**src/rtl/csr_gpio_if.sv**
```systemverilog
// CSR/GPIO request-response bundle between the control unit and the io responder.
// Latency: none of its own; the responder drives csr_rdata combinationally.
// Backpressure: none; the responder accepts every strobe in the cycle it is presented.
interface csr_gpio_if;
    logic        gpio_we;
    logic [11:0] csr_addr;
    logic [31:0] csr_wdata;
    logic [31:0] csr_rdata;

    modport master (
        output gpio_we,
        output csr_addr,
        output csr_wdata,
        input  csr_rdata
    );

    modport slave (
        input  gpio_we,
        input  csr_addr,
        input  csr_wdata,
        output csr_rdata
    );
endinterface

```
**src/rtl/csr_gpio_io.sv**
```systemverilog
// CSR io responder: debounced switch input (SW_ADDR) and HEX display register (HEX_ADDR).
// Latency: reads are combinational; writes land at the strobe edge; switches settle after DEBOUNCE_CYCLES+3 edges.
// Backpressure: none; every write is taken at once. Optional SEG7_DECODE_EN adds a registered 7-segment output.
module csr_gpio_io #(
    parameter int          SW_WIDTH        = 18,
    parameter int          DEBOUNCE_CYCLES = 50000,
    parameter logic [11:0] SW_ADDR         = 12'hF00,
    parameter logic [11:0] HEX_ADDR        = 12'hF02
) (
    input  logic                clk,
    input  logic                rst_n,
    csr_gpio_if.slave           bus,
    input  logic [SW_WIDTH-1:0] sw_in,
    output logic                sw_change,
    output logic [31:0]         hex_out
`ifdef SEG7_DECODE_EN
    ,
    output logic [55:0]         hex_seg
`endif
);

    // Counter sized so DEBOUNCE_CYCLES-1 is representable and it never wraps.
    localparam int CW = (DEBOUNCE_CYCLES < 2) ? 1 : $clog2(DEBOUNCE_CYCLES + 1);
    localparam logic [CW-1:0] CNT_MAX = CW'(DEBOUNCE_CYCLES - 1);

    logic [SW_WIDTH-1:0] sync1_q, sync2_q;
    logic [SW_WIDTH-1:0] cand_q, cand_d;
    logic [SW_WIDTH-1:0] stable_q, stable_d;
    logic [CW-1:0]       cnt_q, cnt_d;
    logic                sw_change_q, sw_change_d;
    logic [31:0]         hex_q, hex_d;
    logic [31:0]         rdata;

    // Debounce next state: any difference restarts the count; whole vector updates at once.
    always_comb begin
        cand_d      = cand_q;
        stable_d    = stable_q;
        cnt_d       = cnt_q;
        sw_change_d = 1'b0;
        if (sync2_q != cand_q) begin
            cand_d = sync2_q;
            cnt_d  = '0;
        end else if (cnt_q == CNT_MAX && cand_q != stable_q) begin
            stable_d    = cand_q;
            sw_change_d = 1'b1;
            cnt_d       = '0;
        end else if (cnt_q != CNT_MAX) begin
            cnt_d = cnt_q + 1'b1;
        end
    end

    // HEX register next state: only a strobe aimed at HEX_ADDR writes it.
    always_comb begin
        hex_d = hex_q;
        if (bus.gpio_we && bus.csr_addr == HEX_ADDR) begin
            hex_d = bus.csr_wdata;
        end
    end

    // Two-flop synchronizer, debounce state and HEX register.
    always_ff @(posedge clk or negedge rst_n) begin
        if (!rst_n) begin
            sync1_q     <= '0;
            sync2_q     <= '0;
            cand_q      <= '0;
            stable_q    <= '0;
            cnt_q       <= '0;
            sw_change_q <= 1'b0;
            hex_q       <= '0;
        end else begin
            sync1_q     <= sw_in;
            sync2_q     <= sync1_q;
            cand_q      <= cand_d;
            stable_q    <= stable_d;
            cnt_q       <= cnt_d;
            sw_change_q <= sw_change_d;
            hex_q       <= hex_d;
        end
    end

    // Read mux straight off the registers, so a CSRRW sees the pre-write value.
    always_comb begin
        rdata = 32'h0;
        if (bus.csr_addr == SW_ADDR) begin
            rdata = 32'(stable_q);
        end else if (bus.csr_addr == HEX_ADDR) begin
            rdata = hex_q;
        end
    end

    assign bus.csr_rdata = rdata;
    assign sw_change     = sw_change_q;
    assign hex_out       = hex_q;

`ifdef SEG7_DECODE_EN
    logic [55:0] seg_q, seg_d;

    // Active-low segments gfedcba for one hex digit.
    function automatic logic [6:0] seg7(input logic [3:0] n);
        logic [6:0] s;
        case (n)
            4'h0: s = 7'h40;
            4'h1: s = 7'h79;
            4'h2: s = 7'h24;
            4'h3: s = 7'h30;
            4'h4: s = 7'h19;
            4'h5: s = 7'h12;
            4'h6: s = 7'h02;
            4'h7: s = 7'h78;
            4'h8: s = 7'h00;
            4'h9: s = 7'h10;
            4'hA: s = 7'h08;
            4'hB: s = 7'h03;
            4'hC: s = 7'h46;
            4'hD: s = 7'h21;
            4'hE: s = 7'h06;
            default: s = 7'h0E;
        endcase
        return s;
    endfunction

    // Decode all eight nibbles of the current HEX register.
    always_comb begin
        seg_d = '0;
        for (int i = 0; i < 8; i++) begin
            seg_d[i*7 +: 7] = seg7(hex_q[i*4 +: 4]);
        end
    end

    // Segment register trails hex_out by one edge; resets to "0" on every digit.
    always_ff @(posedge clk or negedge rst_n) begin
        if (!rst_n) begin
            seg_q <= {8{7'h40}};
        end else begin
            seg_q <= seg_d;
        end
    end

    assign hex_seg = seg_q;
`endif

endmodule
```
**src/flat_wrapper.sv**
```systemverilog
// flat-port wrapper written by rule: the top's interface ports become plain ports
module csr_gpio_io_flat 
#(
    parameter int          SW_WIDTH        = 18,
    parameter int          DEBOUNCE_CYCLES = 50000,
    parameter logic [11:0] SW_ADDR         = 12'hF00,
    parameter logic [11:0] HEX_ADDR        = 12'hF02
)
  (clk, rst_n, sw_in, sw_change, hex_out, bus_gpio_we, bus_csr_addr, bus_csr_wdata, bus_csr_rdata);
  csr_gpio_if bus_i ();
  input  logic clk;
  input  logic rst_n;
  input  logic [SW_WIDTH-1:0] sw_in;
  output logic sw_change;
  output logic [31:0] hex_out;
  input wire logic [$bits(bus_i.gpio_we)-1:0] bus_gpio_we;
  input wire logic [$bits(bus_i.csr_addr)-1:0] bus_csr_addr;
  input wire logic [$bits(bus_i.csr_wdata)-1:0] bus_csr_wdata;
  output wire logic [$bits(bus_i.csr_rdata)-1:0] bus_csr_rdata;
  assign bus_i.gpio_we = bus_gpio_we;
  assign bus_i.csr_addr = bus_csr_addr;
  assign bus_i.csr_wdata = bus_csr_wdata;
  assign bus_csr_rdata = bus_i.csr_rdata;
  csr_gpio_io #(.SW_WIDTH(SW_WIDTH), .DEBOUNCE_CYCLES(DEBOUNCE_CYCLES), .SW_ADDR(SW_ADDR), .HEX_ADDR(HEX_ADDR)) u_core (.clk(clk), .rst_n(rst_n), .bus(bus_i), .sw_in(sw_in), .sw_change(sw_change), .hex_out(hex_out));
endmodule
```
**config.mk**
```make
export PLATFORM = sky130hd
export DESIGN_NAME = csr_gpio_io_flat
export DESIGN_NICKNAME = d
export VERILOG_FILES = /design/src/rtl/csr_gpio_if.sv /design/src/rtl/csr_gpio_io.sv /design/src/flat_wrapper.sv
export SDC_FILE = /design/constraint.sdc
export NUM_CORES = 1
export LEC_CHECK = 0
export ABC_AREA = 1
export CORE_ASPECT_RATIO = 1.4
export CORE_MARGIN = 2
export CORE_UTILIZATION = 50
export DETAILED_ROUTE_END_ITERATION = 12
export GPL_TIMING_DRIVEN = 0
export PLACE_DENSITY = 0.87
export SYNTH_ARGS = -nofsm -noshare
export SYNTH_HDL_FRONTEND = slang
export SYNTH_SLANG_ARGS = --single-unit
```
**constraint.sdc**
```tcl
create_clock -name clk -period 2.4 [get_ports clk]
set_clock_uncertainty 0.1 [all_clocks]
set_input_delay 0.48 -clock clk [delete_from_list [all_inputs] [get_ports clk]]
set_output_delay 0.48 -clock clk [all_outputs]
set_load 0.01 [all_outputs]
```
==> results.md <==
- Final Util: 0.739
- Adder-cell share of the synthesized area: 0.00226
- Final instance area: 0.00798 mm2
- Initial antenna violation count: 0
- Main combinational cell family by area after synthesis: simple AND/OR/NAND/NOR gates
- Layout area overhead: 44.5%
- Yosys warns: 0
- Post-route ant nets: 0
- Post-synthesis sequential area ratio: 0.548
- Bufs on Longest Clock Path: 2
- Pre-Repair DR Iteration Count: 5
- Period utilization: 1.04
- CP arrival: 1.92 ns
- Min Hold Slack: 0.247 ns
- Yosys cell types: 36
- Leakage power: 3.86 nW
- #FFs+latches synth: 121
- Async SR Flop Fraction: 1.00
- Post-synth top flop: dfrtp_1
- Final Net Count: 860
- Hpwl dp: 10.2 mm
- Routed vias: 5239
- Ports: 130
- Failing checks: negative setup slack
- Hold path depth: 0
- Proportion of synthesized area in mux cells: 0
- Synth area leader: dfrtp_1
- Synth Net Count: 699
- Core Footprint: 0.0108 mm2
- # DRC: 0
- Initial Util: 0.511
- Post-synthesis xor/xnor area fraction: 0.0412
- Root Buffer: clkbuf_16
- Total power per unit cell area: 666 mW/mm2
- Worst-margin pin slew: 0.538 ns
- Max Freq: 0.401 GHz
- Gp weighted congestion: 0.891
- First-pass GRT wire length: 25.0 mm
- Yosys top cell area share: 0.548
- H-tree depth: 4
- Cells after synthesis: 633
- Max-Cap Viols: 0
- Total Routed Length: 18.4 mm
- Synth Cell Area: 0.00553 mm2
- Final setup viols: 29
- Chip height: 128 um
- Gate power share: 0.057
- Antenna diodes: 0
- Crit Path Max Fanout: 5
- Largest net degree at the start of global routing: 86
- Port bufs: 128
- R2R cell count: 9
- Critical Path End Type: output port
- Inserted Clock Buffers: 17
- CP required: 1.82 ns
- Final Hold Fails: 0
- Setup Crit Path Kind: in2out
- PnR worst setup slack: -0.0956 ns
- First-iteration detailed-routing DRC count: 478
- TritonCTS clock tree: yes
- Count leader, synth: nand2_1
- Layout cells sized above 1: 0.247
- Clk_lat worst skew: 0.43 ns
- Sequential power share: 0.402
- Fin crit period: 2.50 ns
- RSZ-0062 raised after global routing: true
- Row count: 45
- Post-synthesis simple-gate area fraction: 0.252
- HP Class: reg2reg
- GRT Total Usage: 0.272
- Clk sink count: 121
- Int Power: 0.00411 W
- Area contributors post-synth: dfrtp_1 (55%), nand2_1 (11%), nor2_1 (5.1%)
- R2r setup slk: 0.22 ns
- Sw frac: 0.226
- Non-filler instance count after layout: 948
- Die ar.: 0.0119 mm2
- Clock share of power: 0.541
- Post-synthesis compound-gate area fraction: 0.0722
- # placed instances: 903
- Post-synthesis average cell area: 8.73 um2
- WHS Endpoint: u_core.sync2_q[1]
- Wire per inst: 19.4 um
- Number of global-route vias before repair: 5287
- Clock Pin Slew Worst Setup and Hold Paths: 0.05 ns
- Status: complete, but fails checks
- Grt ovf: 0
- Reg-to-Reg End: u_core.stable_q[7]
- RR Startpoint: u_core.cnt_q[0]
- Via/cell ratio: 5.53
- Max VDD drop: 0.000650 V
- Fin. max-slew vios: 0
- Chip width: 92.9 um
- Post-synth EDFFs: 0
- Min-Delay Startpoint: u_core.sync1_q[1]
- Pre-CTS setup slack: -1.11 ns
- Sw Pwr: 0.00120 W
- Relative slew margins: 0.641
- Startpoint types: primary input
- Commonest cells post-synth: nand2_1 (160), dfrtp_1 (121), nor2_1 (75)
- Placed Area: 0.00701 mm2
## registers in the layout, indices dropped and copies added, names as in the netlist
name / cells
u_core.stable_q: 18
u_core.sync1_q: 18
u_core.cnt_q: 16
u_core.sw_change: 1
u_core.sync2_q: 18
u_core.cand_q: 18
u_core.hex_out: 32
## logic make-up (layout without fill, tap and decap cells)
logic type | Yosys count | in the layout
AO/OA/AOI/OAI | 64 | 64
XOR/XNOR | 26 | 26
adder cells (fa/ha/maj) | 1 | 1
buffers and inverters | 110 | 284
flip-flops | 121 | 121
AND/OR/NAND/NOR | 311 | 311
## layout make-up
cell class,instances,area [um2]
flip-flops and latches,121,3030
fillers,654,2830
well taps,141,176
clock inverters,14,220
plain buffers,32,220
repair buffers,142,1340
multi-input cells,402,2260
clock buffers,18,439
inverters,78,300
## critical path, cell delays in order
cell and delay (ns):
buf_6 0.09, or2_4 0.25, nor4_4 0.26, buf_4 0.18, nand2_4 0.07, inv_8 0.11, buf_8 0.15, nand2_2 0.08
o21ai_2 0.08, buf_2 0.16
## metrics by stage
stage	total power, W	TNS (ns)
6_report	0.00531	-0.858
2_1_floorplan	0.00226	0
3_5_place_dp	0.00244	-27.12
4_1_cts	0.00527	0
5_1_grt	0.00543	-2.91
3_3_place_gp	0.00243	-477.48
## what timing repair did
| action | 4_1_cts | 5_1_grt |
|---|---|---|
| cloned | 2 | 0 |
| resized for setup | 211 | 65 |
| endpoints found under the setup margin | 32 | 31 |
| hold endpoints to repair | 36 | 0 |
| pin swaps | 7 | 3 |
| buffers inserted | 8 | 2 |
| hold buffers | 1 | 0 |
## worst max-delay path by stage
stage | startpoint | end
final | bus_csr_addr[5] | bus_csr_rdata[7]
after global placement | rst_n | u_core.hex_out[23]
after floorplan | bus_csr_addr[5] | bus_csr_rdata[10]
after global routing | bus_csr_addr[5] | bus_csr_rdata[5]
after detailed placement | bus_csr_addr[5] | bus_csr_rdata[11]
after CTS | bus_csr_addr[5] | bus_csr_rdata[11]
## power by group through the flow
stage,Sequential (W),Clock [W],Combinational [W]
4_1_cts,0.00213,0.00285,0.000286
3_3_place_gp,0.00216,0,0.000266
2_1_floorplan,0.00216,0,0.0000980
5_1_grt,0.00214,0.00297,0.000326
3_5_place_dp,0.00217,0,0.000278
6_report,0.00214,0.00288,0.000301
## per-layer routing
layer | track usage | up-vias | part of all wire
met5 | 0 | - | 0
met1 | 0.290 | 2543 | 0.34
met4 | 0.142 | 0 | 0.058
met3 | 0.0779 | 105 | 0.069
li1 | - | 2271 | -
met2 | 0.485 | 320 | 0.53
## cell usage in the layout (no fill, tap or decap), types with 7 or more instances in the layout
cell type / n
a21oi_1: 21
buf_2: 32
buf_4: 7
buf_6: 15
clkbuf_1: 19
clkbuf_16: 17
clkdlybuf4s50_1: 83
dfrtp_1: 121
inv_1: 72
nand2_1: 144
nand2_2: 26
nand3_1: 31
nor2_1: 62
nor2_2: 11
nor2_4: 7
o21ai_1: 10
o21ai_2: 30
xnor2_1: 17
xor2_1: 9
Note: power is estimated with default switching activity, not from simulation.
